## src/rtl/bus_clk_gating_mc.sv

```systemverilog
// Multi-channel bus clock gating controller: per-channel RUN/HOLD/GATED enable FSMs with idle
// hysteresis, optional activity synchronisers and a domain stop request/acknowledge handshake.

// Glitch-free gate: the enable is captured while raw clock is low, so the AND only changes in the low phase.
module BB_clk_gating (
   input  logic clk,
   input  logic rst_n,
   input  logic en,
   input  logic bypass,
   output logic gen_clk
);
   logic en_lat;

   always_ff @(negedge clk or negedge rst_n) begin
      if (!rst_n) en_lat <= 1'b1;
      else        en_lat <= en | bypass;
   end

   assign gen_clk = clk & en_lat;
endmodule

module bus_clk_gating_mc #(
   parameter int                CH_NUM     = 4,
   parameter logic [CH_NUM-1:0] SYNC_MASK  = '0,
   parameter int                SYNC_STAGE = 2,
   parameter int                IDLE_CNT_W = 4
) (
   input  logic                  raw_clk,
   input  logic                  rst_n,
   input  logic [CH_NUM-1:0]     active,
   input  logic                  bypass,
   input  logic [IDLE_CNT_W-1:0] idle_thr,
   input  logic                  stop_req,
   output logic                  stop_ack,
   output logic [CH_NUM-1:0]     gen_clk,
   output logic [CH_NUM-1:0]     clk_en_sts
);
   typedef enum logic [1:0] {
      ST_RUN   = 2'd0,
      ST_HOLD  = 2'd1,
      ST_GATED = 2'd2
   } state_t;

   localparam logic [IDLE_CNT_W-1:0] CNT_ONE = IDLE_CNT_W'(1);

   logic [CH_NUM-1:0] sync_active;
   logic [CH_NUM-1:0] eff_act;
   logic [CH_NUM-1:0] gated;
   logic [CH_NUM-1:0] en_q;

   for (genvar i = 0; i < CH_NUM; i++) begin : g_ch
      state_t                state_q, state_d;
      logic [IDLE_CNT_W-1:0] cnt_q, cnt_d;

      if (SYNC_MASK[i]) begin : g_sync
         logic [SYNC_STAGE-1:0] sync_q;

         always_ff @(posedge raw_clk or negedge rst_n) begin
            if (!rst_n) sync_q <= '0;
            else        sync_q <= {sync_q[SYNC_STAGE-2:0], active[i]};
         end

         assign sync_active[i] = sync_q[SYNC_STAGE-1];
      end else begin : g_direct
         assign sync_active[i] = active[i];
      end

      // A stop request looks like idleness, so channels run their normal hysteresis before gating.
      assign eff_act[i] = sync_active[i] & ~stop_req;

      always_comb begin
         state_d = state_q;
         cnt_d   = cnt_q;
         case (state_q)
            ST_RUN: begin
               if (!eff_act[i]) begin
                  if (idle_thr == '0) begin
                     state_d = ST_GATED;
                  end else begin
                     state_d = ST_HOLD;
                     cnt_d   = idle_thr - CNT_ONE;
                  end
               end
            end
            ST_HOLD: begin
               if (eff_act[i])          state_d = ST_RUN;
               else if (cnt_q == '0)    state_d = ST_GATED;
               else                     cnt_d   = cnt_q - CNT_ONE;
            end
            ST_GATED: begin
               if (eff_act[i]) state_d = ST_RUN;
            end
            default: begin
               state_d = ST_RUN;
               cnt_d   = '0;
            end
         endcase
      end

      // Enable is its own flop so the gate cell never sees state-decode hazards.
      always_ff @(posedge raw_clk or negedge rst_n) begin
         if (!rst_n) begin
            state_q <= ST_RUN;
            cnt_q   <= '0;
            en_q[i] <= 1'b1;
         end else begin
            state_q <= state_d;
            cnt_q   <= cnt_d;
            en_q[i] <= (state_d != ST_GATED);
         end
      end

      assign gated[i] = (state_q == ST_GATED);

      BB_clk_gating u_icg (
         .clk     (raw_clk),
         .rst_n   (rst_n),
         .en      (en_q[i]),
         .bypass  (bypass),
         .gen_clk (gen_clk[i])
      );
   end

   always_ff @(posedge raw_clk or negedge rst_n) begin
      if (!rst_n) stop_ack <= 1'b0;
      else        stop_ack <= stop_req & (&gated);
   end

   assign clk_en_sts = en_q;
endmodule

```

## config.mk

```make
export PLATFORM = sky130hd
export DESIGN_NAME = bus_clk_gating_mc
export DESIGN_NICKNAME = d
export VERILOG_FILES = /design/src/rtl/bus_clk_gating_mc.sv
export SDC_FILE = /design/constraint.sdc
export NUM_CORES = 1
export LEC_CHECK = 0
export ABC_AREA = 1
export CAP_MARGIN = 20
export CORE_MARGIN = 1
export CORE_UTILIZATION = 61
export CTS_CLUSTER_SIZE = 16
export DETAILED_ROUTE_END_ITERATION = 10
export PLACE_DENSITY = 0.85
export RECOVER_POWER = 25
export SLEW_MARGIN = 20
export SYNTH_ARGS = -nofsm -noshare
export SYNTH_HDL_FRONTEND = slang
export SYNTH_SLANG_ARGS = --single-unit
```

## constraint.sdc

```tcl
create_clock -name raw_clk -period 2.61 [get_ports raw_clk]
set_clock_uncertainty 0.05 [all_clocks]
set_input_delay 0.522 -clock raw_clk [delete_from_list [all_inputs] [get_ports raw_clk]]
set_output_delay 0.522 -clock raw_clk [all_outputs]
set_load 0.01 [all_outputs]
```

==> impl_metrics.ini <==
[outcome]
status = complete, but fails checks
violations = setup timing

[pwr]
ir_worst_vdd_uv = 600
power_density_mw_per_mm2 = 1340
leakage_nw = 1.25
finalPower_mw = 3.17

[worst_setup_path]
crit_family = flip-flops
r2r_slack_ns = 0.55
cp.arrival_ns = 2.57
cp.required_ns = 2.04
criticalPathCategory = reg2out
worstSetupStartpointType = flop
cpMaxStageDelayCell = dfstp_2
crit_path_max_incr_delay_ns = 0.51
crit_chain = nand2_1, inv_1, buf_2
cp.buffers_inverters = 2
worstSetupEndpointType = output pin
critPathMaxFanout = 1

[finish]
final_layout_size_suffix_gt1_frac = 0.248
register_area_um2 = 836
fin_nets = 323
fin_util = 0.762
multi_input_area_um2 = 978
final-instance-count-excl-fill = 350
fill_cells = 230
area_growth_pct = 16.2
num_antenna_cells = 0

[global_route]
track_usage = 0.327
grt_max_degree = 26
grt_first_pass_wirelength_mm = 7.80
antenna_found_initial = 0
grt_overflow = 0
grt_pass1_vias = 1802

[floorplanning]
ios = 21
fp.dieH_um = 59.8
core.rowCount = 20
initial_core_util = 0.656
core_mm2 = 0.00310
dieArea_mm2 = 0.00357
fp.dieW_um = 59.8

[sta]
final_hold_viol_count = 0
worst_pin_slew_ns = 1.33
setup_violations = 8
hold_slack_ns = 0.451
tns_ns = -2.01
rsz0062_at_grt = yes
maxSlewViolCount = 0
finalWorstSetupSlack_ns = -0.530
relSlewSlack = 0.111

[synthesis]
synth-simple-area-share = 0.362
synth-compound-area-share = 0.0603
synth_edf_count = 0
synthAdderAreaFrac = 0.0431
synth_cell_type_count = 24
synth-main-ff-cell = dfrtp_1
netlist_area_mm2 = 0.00203
synth_mux_area_frac = 0
ys_seq_area_frac = 0.411
synth_common_cells = 83 x nand2_1, 31 x inv_1, 29 x nand3_1, 25 x dfrtp_1, 14 x nand2_2
avgSynthCellArea_um2 = 7.40
synthesis.nets = 294
synth-xor-area-share = 0.0129
synthCells = 275
yosys_warnings = 0
synth_most_common_cell = nand2_1
synth_top_area_frac = 0.308
synth_top_family_by_area = simple AND/OR/NAND/NOR gates
synth.ff_latch_count = 33
synthArstFlopShare = 1.00
synth_largest_area_cell = dfrtp_1
synthTopCellsByArea = dfrtp_1 31%, nand2_1 15%, dfstp_2 10%

[route]
viasPerCell = 5.33
wirelength_mm = 4.73
wl_met3_um = 370
drt_first_pass_iters = 4
wl_per_cell_um = 13.5
dr.max_layer_used = met4
wl_met1_mm = 1.98
drt.antenna.violating_nets = 0
wl_met2_mm = 2.18
drc = 0
drt_iter0_drc = 140
via_count = 1866

[placed_design]
dp_cells = 334
port_buffers = 20
dpl.hpwl_mm = 3.23
gp_congestion = 0.909

[min_path]
hold_path.class = reg2reg

[clock_tree]
worstSkewPairLatency_ns = 0.48
path_clk_slew_ns = 0.09
ctsHoldBuffers = 0
cts_tree = built

[job]
max-cap-violations = 0
==> final cells by class <==
cell class	instances	area share
multi-input combinational	190	0.414
timing repair buffer	19	0.0741
inverter	39	0.0619
tap	44	0.0233
clock buffer	14	0.0439
sequential	33	0.353
clock inverter	11	0.0296
==> kinds of logic (layout without fill, tap and decap cells) <==
| kind of cell | after synthesis | after routing |
|---|---|---|
| buffers and inverters | 52 | 83 |
| AOI/OAI and AO/OA | 21 | 21 |
| xor gates and xnor gates | 3 | 3 |
| DFF | 33 | 33 |
| adders and majority gates | 7 | 7 |
| and+or+nand+nor | 159 | 159 |
==> layer usage <==
metal  global-route usage  vias up
met2                0.487       76
met4                0.262        0
li1                     -      912
met1                0.358      856
met3                0.145       22
met5                    0        -
==> per-stage QoR <==
stage / setup slack [ns] / cell area, µm²
after CTS: -0.526 / 2350
after global routing: -0.543 / 2360
after global placement: -0.351 / 2250
final: -0.530 / 2360
after floorplan: 0.0604 / 2030
after detailed placement: -0.353 / 2250
==> cell usage in the layout, fill, tap and decap left out, drive strengths merged <==
cell type / count
clkdlybuf4s50: 15
buf: 5
dfrtp: 25
dfstp: 8
a21oi: 8
ha: 7
nor4: 1
bufinv: 2
o21ai: 5
clkbuf: 12
or2: 6
clkinv: 1
nand4: 1
nor2: 22
dlygate4sd3: 1
o22ai: 8
xnor2: 2
nand3: 30
inv: 47
xor2: 1
nand2: 99
==> path summary, 6_finish.rpt <==
kind                                 startpoint              endpoint  cells after the start
max                        g_ch[0].u_icg.en_lat            gen_clk[0]                      3
max reg2reg                       clk_en_sts[2]  g_ch[2].u_icg.en_lat                      1
max in group asynchronous                 rst_n  g_ch[2].u_icg.en_lat                      1
min reg2reg                    g_ch[1].cnt_q[1]      g_ch[1].cnt_q[1]                      2
min                            g_ch[1].cnt_q[1]      g_ch[1].cnt_q[1]                      2
min in group asynchronous                 rst_n    g_ch[1].state_q[1]                      2
==> state kept, by name, indices dropped and copies added (netlist names) <==
name	flops
g_ch.u_icg.en_lat	4
g_ch.state_q	8
clk_en_sts	4
stop_ack	1
g_ch.cnt_q	16
==> where the power goes <==
| part | internal, mW | switching, mW | total [mW] |
|---|---|---|---|
| Clock | 0.387 | 0.356 | 0.743 |
| Sequential | 0.754 | 0.215 | 0.969 |
| Combinational | 0.567 | 0.892 | 1.46 |
==> what timing repair did <==
| action | 4_1_cts | 5_1_grt |
|---|---|---|
| pin swaps | 2 | 1 |
| resized for setup | 16 | 6 |
| buffers inserted | 0 | 0 |
| endpoints found under the setup margin | 8 | 8 |
No activity file was read; power rests on OpenSTA's default activity.
==> patch 1: new RTL, same flow settings <==
Make the reset (`rst_n`) synchronous in 4 clocked blocks.
--- a/src/rtl/bus_clk_gating_mc.sv
+++ b/src/rtl/bus_clk_gating_mc.sv
@@ -11,7 +11,7 @@
 );
    logic en_lat;
 
-   always_ff @(negedge clk or negedge rst_n) begin
+   always_ff @(negedge clk) begin
       if (!rst_n) en_lat <= 1'b1;
       else        en_lat <= en | bypass;
    end
@@ -55,7 +55,7 @@
       if (SYNC_MASK[i]) begin : g_sync
          logic [SYNC_STAGE-1:0] sync_q;
 
-         always_ff @(posedge raw_clk or negedge rst_n) begin
+         always_ff @(posedge raw_clk) begin
             if (!rst_n) sync_q <= '0;
             else        sync_q <= {sync_q[SYNC_STAGE-2:0], active[i]};
          end
@@ -98,7 +98,7 @@
       end
 
       // Enable is its own flop so the gate cell never sees state-decode hazards.
-      always_ff @(posedge raw_clk or negedge rst_n) begin
+      always_ff @(posedge raw_clk) begin
          if (!rst_n) begin
             state_q <= ST_RUN;
             cnt_q   <= '0;
@@ -121,7 +121,7 @@
       );
    end
 
-   always_ff @(posedge raw_clk or negedge rst_n) begin
+   always_ff @(posedge raw_clk) begin
       if (!rst_n) stop_ack <= 1'b0;
       else        stop_ack <= stop_req & (&gated);
    end
Check against the original RTL: not checked (the comparison handles one clock edge and no latches or derived clocks); the edit may change what the design does.
==> patch 1 against the unedited design <==
The run still ends with negative setup slack left. Synthesized area decreased by 1.5%. Sequential cell count unchanged. Synthesized cell count up 17%. Final area is 3.8% lower. Register-to-register slack gained 0.17 ns. Setup slack improved by 0.24 ns. Count of clock-buffer cells in the layout up 3. Global-route usage shrank 4.4 points. First-iteration DRC count decreased by 17%. Wire length down 8.4%.
Power is not compared: it rests on default switching activity, and its combinational part moved more than twofold at a synthesized area within 25%.
==> patch 1: results (changes against the unedited design) <==
| Metric | Value |
|---|---|
| Ys flop type | dfxtp_1 |
| Global-route wire length before repair | 7086 um (-9.2%) |
| Iter 0 DRT Violations | 116 (-17%) |
| Setup Viol. Count Final | 8 (unchanged) |
| Drt wl/cell | 10.97 um (-19%) |
| GRT Total Usage | 0.2824 (-0.04416) |
| Vias in the first global route | 1798 (-0.22%) |
| Critical Path Fanout Max | 1 (unchanged) |
| Post-DP Area | 2212 um2 (-1.8%) |
| Hpwl dp | 3090 um (-4.4%) |
| Cell variety after synth | 20 (-17%) |
| Post-route setup slack | -0.2873 ns (+0.2431 ns) |
| VDD IR-drop max | about 450 uV |
| WHS | 0.4665 ns (+0.01591 ns) |
| Status | finished, violations left |
| Most frequent cells after synthesis | nand2_1, nor2_1, inv_1, dfxtp_1, nand3_1 |
| Top Registers | g_ch.cnt_q: 16 flops, g_ch.state_q: 8 flops |
| DP Worst Slack | -0.1524 ns (+0.2005 ns) |
| Violated checks | negative setup slack |
| R2r setup slk | 0.72 ns (+0.17 ns) |
| DR vias | 1975 (+5.8%) |
| ANT cells | 0 (unchanged) |
| Setup repair bufs after CTS | 0 (unchanged) |
| Synth async-reset ratio | 0 (-1.000) |
| Mapped Nets | 342 (+16%) |
| Routability Congestion | 0.9129 (+0.44%) |
| Seq/Total Area, Yosys | 0.3296 (-0.08124) |
| Largest net degree at the start of global routing | 10 (-62%) |
| Synth warnings | 0 (unchanged) |
| Clock Latency Late Sink | 0.45 ns (-0.03 ns) |
| CP arrival | 2.33 ns (-0.24 ns) |
| Nets | 369 (+14%) |
| Sw Share | 0.4078 |
| Share of post-route cells with drive strength above 1 | 0.1026 (-0.1458) |
| Tightest Pin Transition | 0.2647 ns (-1.068 ns) |
| TritonRoute pass-1 iters | 5 (+1) |
| Synth area leaders | dfxtp_1, nand2_1, nor2_1 |
| Reg with most FFs | g_ch.cnt_q |
patch 1: cell count changes after synthesis, moves of 10 or more:
| cell | unedited run | this run |
|---|---|---|
| dfrtp_1 | 25 | 0 |
| dfxtp_1 | 0 | 33 |
| inv_1 | 31 | 45 |
| nand2_1 | 83 | 95 |
| nor2_1 | 13 | 48 |
| o21ai_0 | 2 | 12 |
patch 1: final cells by class:
cell class	count	area, um2
inverters	48	180.2
well taps	44	55.05
repair buffers	19	182.7
flip-flops and latches	33	661.9
clock buffers	17	102.6
fillers	263	803.3
clock inverters	8	30.03
multi-input cells	226	1062
patch 1: worst paths after layout:
kind                                           start                    to  depth (start not counted)
worst max-delay path            g_ch[3].u_icg.en_lat            gen_clk[3]                          3
worst min-delay path                g_ch[1].cnt_q[1]      g_ch[1].cnt_q[1]                          2
worst max register to register         clk_en_sts[1]  g_ch[1].u_icg.en_lat                          2
worst min register to register      g_ch[1].cnt_q[1]      g_ch[1].cnt_q[1]                          2
patch 1: power by group through the flow:
stage	clock network (mW)	logic, mW	registers, mW
6_report	0.560	0.583	0.656
5_1_grt	0.616	0.675	0.668
4_1_cts	0.586	0.586	0.654
3_5_place_dp	0.210	0.579	0.664
3_3_place_gp	0.210	0.560	0.664
2_1_floorplan	0.182	0.467	0.648
patch 1: per-stage QoR:
stage | power [mW] | utilization | cells | setup TNS (ns)
after CTS | 1.826 | 0.7427 | 395 | -1.208
after floorplan | 1.297 | - | 322 | 0
after detailed placement | 1.453 | 0.7187 | 379 | -0.7616
after global routing | 1.959 | 0.7390 | 395 | -1.335
after global placement | 1.434 | 0.7187 | 379 | -0.7062
final | 1.798 | 0.7390 | 395 | -1.098
patch 1: metal layers:
layer | global-route usage | wire [um]
met1 | 0.3261 | 1965
met2 | 0.4238 | 1962
met3 | 0.1201 | 331
met4 | 0.1871 | 73
met5 | 0 | 0
patch 1: cell families (layout without fill, tap and decap cells):
| logic type | Yosys count | after routing | share of synthesized area |
|---|---|---|---|
| AO/OA/AOI/OAI | 24 | 24 | 0.06492 |
| adder cells (fa/ha/maj) | 8 | 8 | 0.04994 |
| buffers and inverters | 63 | 92 | 0.1342 |
| flip-flops | 33 | 33 | 0.3296 |
| AND/OR/NAND/NOR | 194 | 194 | 0.4213 |
patch 1: critical path: stages, from the launching register on:
cell and delay, ns:
dfxtp_1 0.30, nand2_1 0.04, inv_1 0.05, buf_2 0.12
patch 1: repair_timing:
| action | CTS | global route |
|---|---|---|
| pin swaps | 3 | 0 |
| resized for setup | 16 | 1 |
| setup endpoints to repair | 8 | 8 |
| hold buffers | 0 | 0 |
==> patch 2: new RTL, same flow settings <==
Without the edit above. Change the parameter `IDLE_CNT_W` from 4 to 6.
--- a/src/rtl/bus_clk_gating_mc.sv
+++ b/src/rtl/bus_clk_gating_mc.sv
@@ -23,7 +23,7 @@
    parameter int                CH_NUM     = 4,
    parameter logic [CH_NUM-1:0] SYNC_MASK  = '0,
    parameter int                SYNC_STAGE = 2,
-   parameter int                IDLE_CNT_W = 4
+   parameter int                IDLE_CNT_W = 6
 ) (
    input  logic                  raw_clk,
    input  logic                  rst_n,
Interface: changed (resized idle_thr); port bits go from 21 to 23. No check against the original RTL was run, so the function may have changed too.
==> patch 2 against the unedited design <==
The run still ends with negative setup slack left. Synthesized area increased by 39%. Total power rose by 35%. Core utilization fell by 2.2 points. Final area rose by 38%. Synthesized cell count is 48% higher. Sequential cell count up 8. Via count increased by 46%. Setup slack better by 0.070 ns. Wire length increased by 39%. Register-to-register slack gained 0.06 ns. Largest power group unchanged.
==> patch 2: results (changes against the unedited design) <==
| Metric | Value |
|---|---|
| Synth area leaders | dfrtp_1, nand2_1, nand3_1 |
| Fillers | 361 (+57%) |
| Logic pwr share | 0.488 (+0.028) |
| Status | finished, violations left |
| Post-Route Utilization | 0.7404 (-0.02173) |
| Routability Congestion | 0.9343 (+2.8%) |
| CTS Hold Bufs | 1 (+1) |
| Sequential Power Share | 0.282 (-0.024) |
| GRT Total Usage | 0.3051 (-0.02149) |
| Buffers on Ports | 22 (+10%) |
| Setup TNS | -1.796 ns (+0.2147 ns) |
| Iter 0 DRT Violations | 242 (+73%) |
| Sw Share | 0.4673 (+0.005980) |
| Mapped Nets | 428 (+46%) |
| Post-route setup slack | -0.4601 ns (+0.07025 ns) |
| Setup Viol. Count Final | 8 (unchanged) |
| Metal2 WL | 3253 um (+49%) |
| Dpl cells | 476 (+43%) |
| Most frequent cells after synthesis | nand2_1, nand3_1, inv_1, dfrtp_1, nor2_1 |
| WHS | 0.4551 ns (+0.004502 ns) |
| Top Registers | g_ch.cnt_q: 24 flops, g_ch.state_q: 8 flops |
| CP arrival | 2.50 ns (-0.07 ns) |
| DP Worst Slack | -0.3561 ns (-0.003219 ns) |
| Leak pwr | 1.720 nW (+37%) |
| Violated checks | negative setup slack |
| Clock Latency Late Sink | 0.40 ns (-0.08 ns) |
| Seq/Total Area, Yosys | 0.3662 (-0.04461) |
| FF-to-FF path depth | 1 (unchanged) |
| TritonRoute pass-1 iters | 5 (+1) |
| Non-Filler Instances | 493 (+41%) |
| VDD IR-drop max | 593.2 uV (-1.2%) |
| Worst R2R End | g_ch[0].u_icg.en_lat |
| Min-delay src | g_ch[2].cnt_q[1] |
| Nets | 459 (+42%) |
| Comb group | 2.09 mW (+43%) |
| R2r setup slk | 0.61 ns (+0.06 ns) |
| Hpwl dp | 4840 um (+50%) |
| Total Wirelength | 6562 um (+39%) |
| Post-DP Area | 3069 um2 (+36%) |
| Global-route wire length before repair | 11460 um (+47%) |
| Share of post-route cells with drive strength above 1 | 0.1542 (-0.09417) |
| Tightest Pin Transition | 0.7848 ns (-0.5483 ns) |
| Resized cells post-CTS | 17 (+1) |
| Synth Area in Compound Gates | 0.04688 (-0.01339) |
| Syn Inst Count | 408 (+48%) |
| Post-DR vias/cell | 5.513 (+3.4%) |
| Largest net degree at the start of global routing | 32 (+23%) |
| Worst setup path end | gen_clk[1] |
-- patch 2: cell types whose count changed after synthesis, moves of 10 or more --
| cell | unedited run | this run |
|---|---|---|
| nor2_1 | 13 | 33 |
| nand4_1 | 1 | 11 |
| inv_1 | 31 | 49 |
| nand2_1 | 83 | 123 |
| nand2_2 | 14 | 4 |
| nand3_1 | 29 | 67 |
-- patch 2: area by class of cell --
cell class / instances / share of cell area
tap: 52 / 0.01991
timing repair buffer: 23 / 0.06470
clock inverter: 10 / 0.02067
clock buffer: 15 / 0.05475
sequential: 41 / 0.3170
inverter: 49 / 0.05628
multi-input combinational: 303 / 0.4667
-- patch 2: critical path, stage by stage (launching register included) --
cell,delay (ns)
dfstp_2,0.51
nand2_1,0.05
inv_1,0.04
buf_2,0.12
-- patch 2: per-layer routing --
metal | track usage | vias to the layer above
li1 | - | 1370
met1 | 0.3865 | 1253
met2 | 0.4861 | 78
met3 | 0.07215 | 17
met4 | 0.1556 | 0
met5 | 0 | -
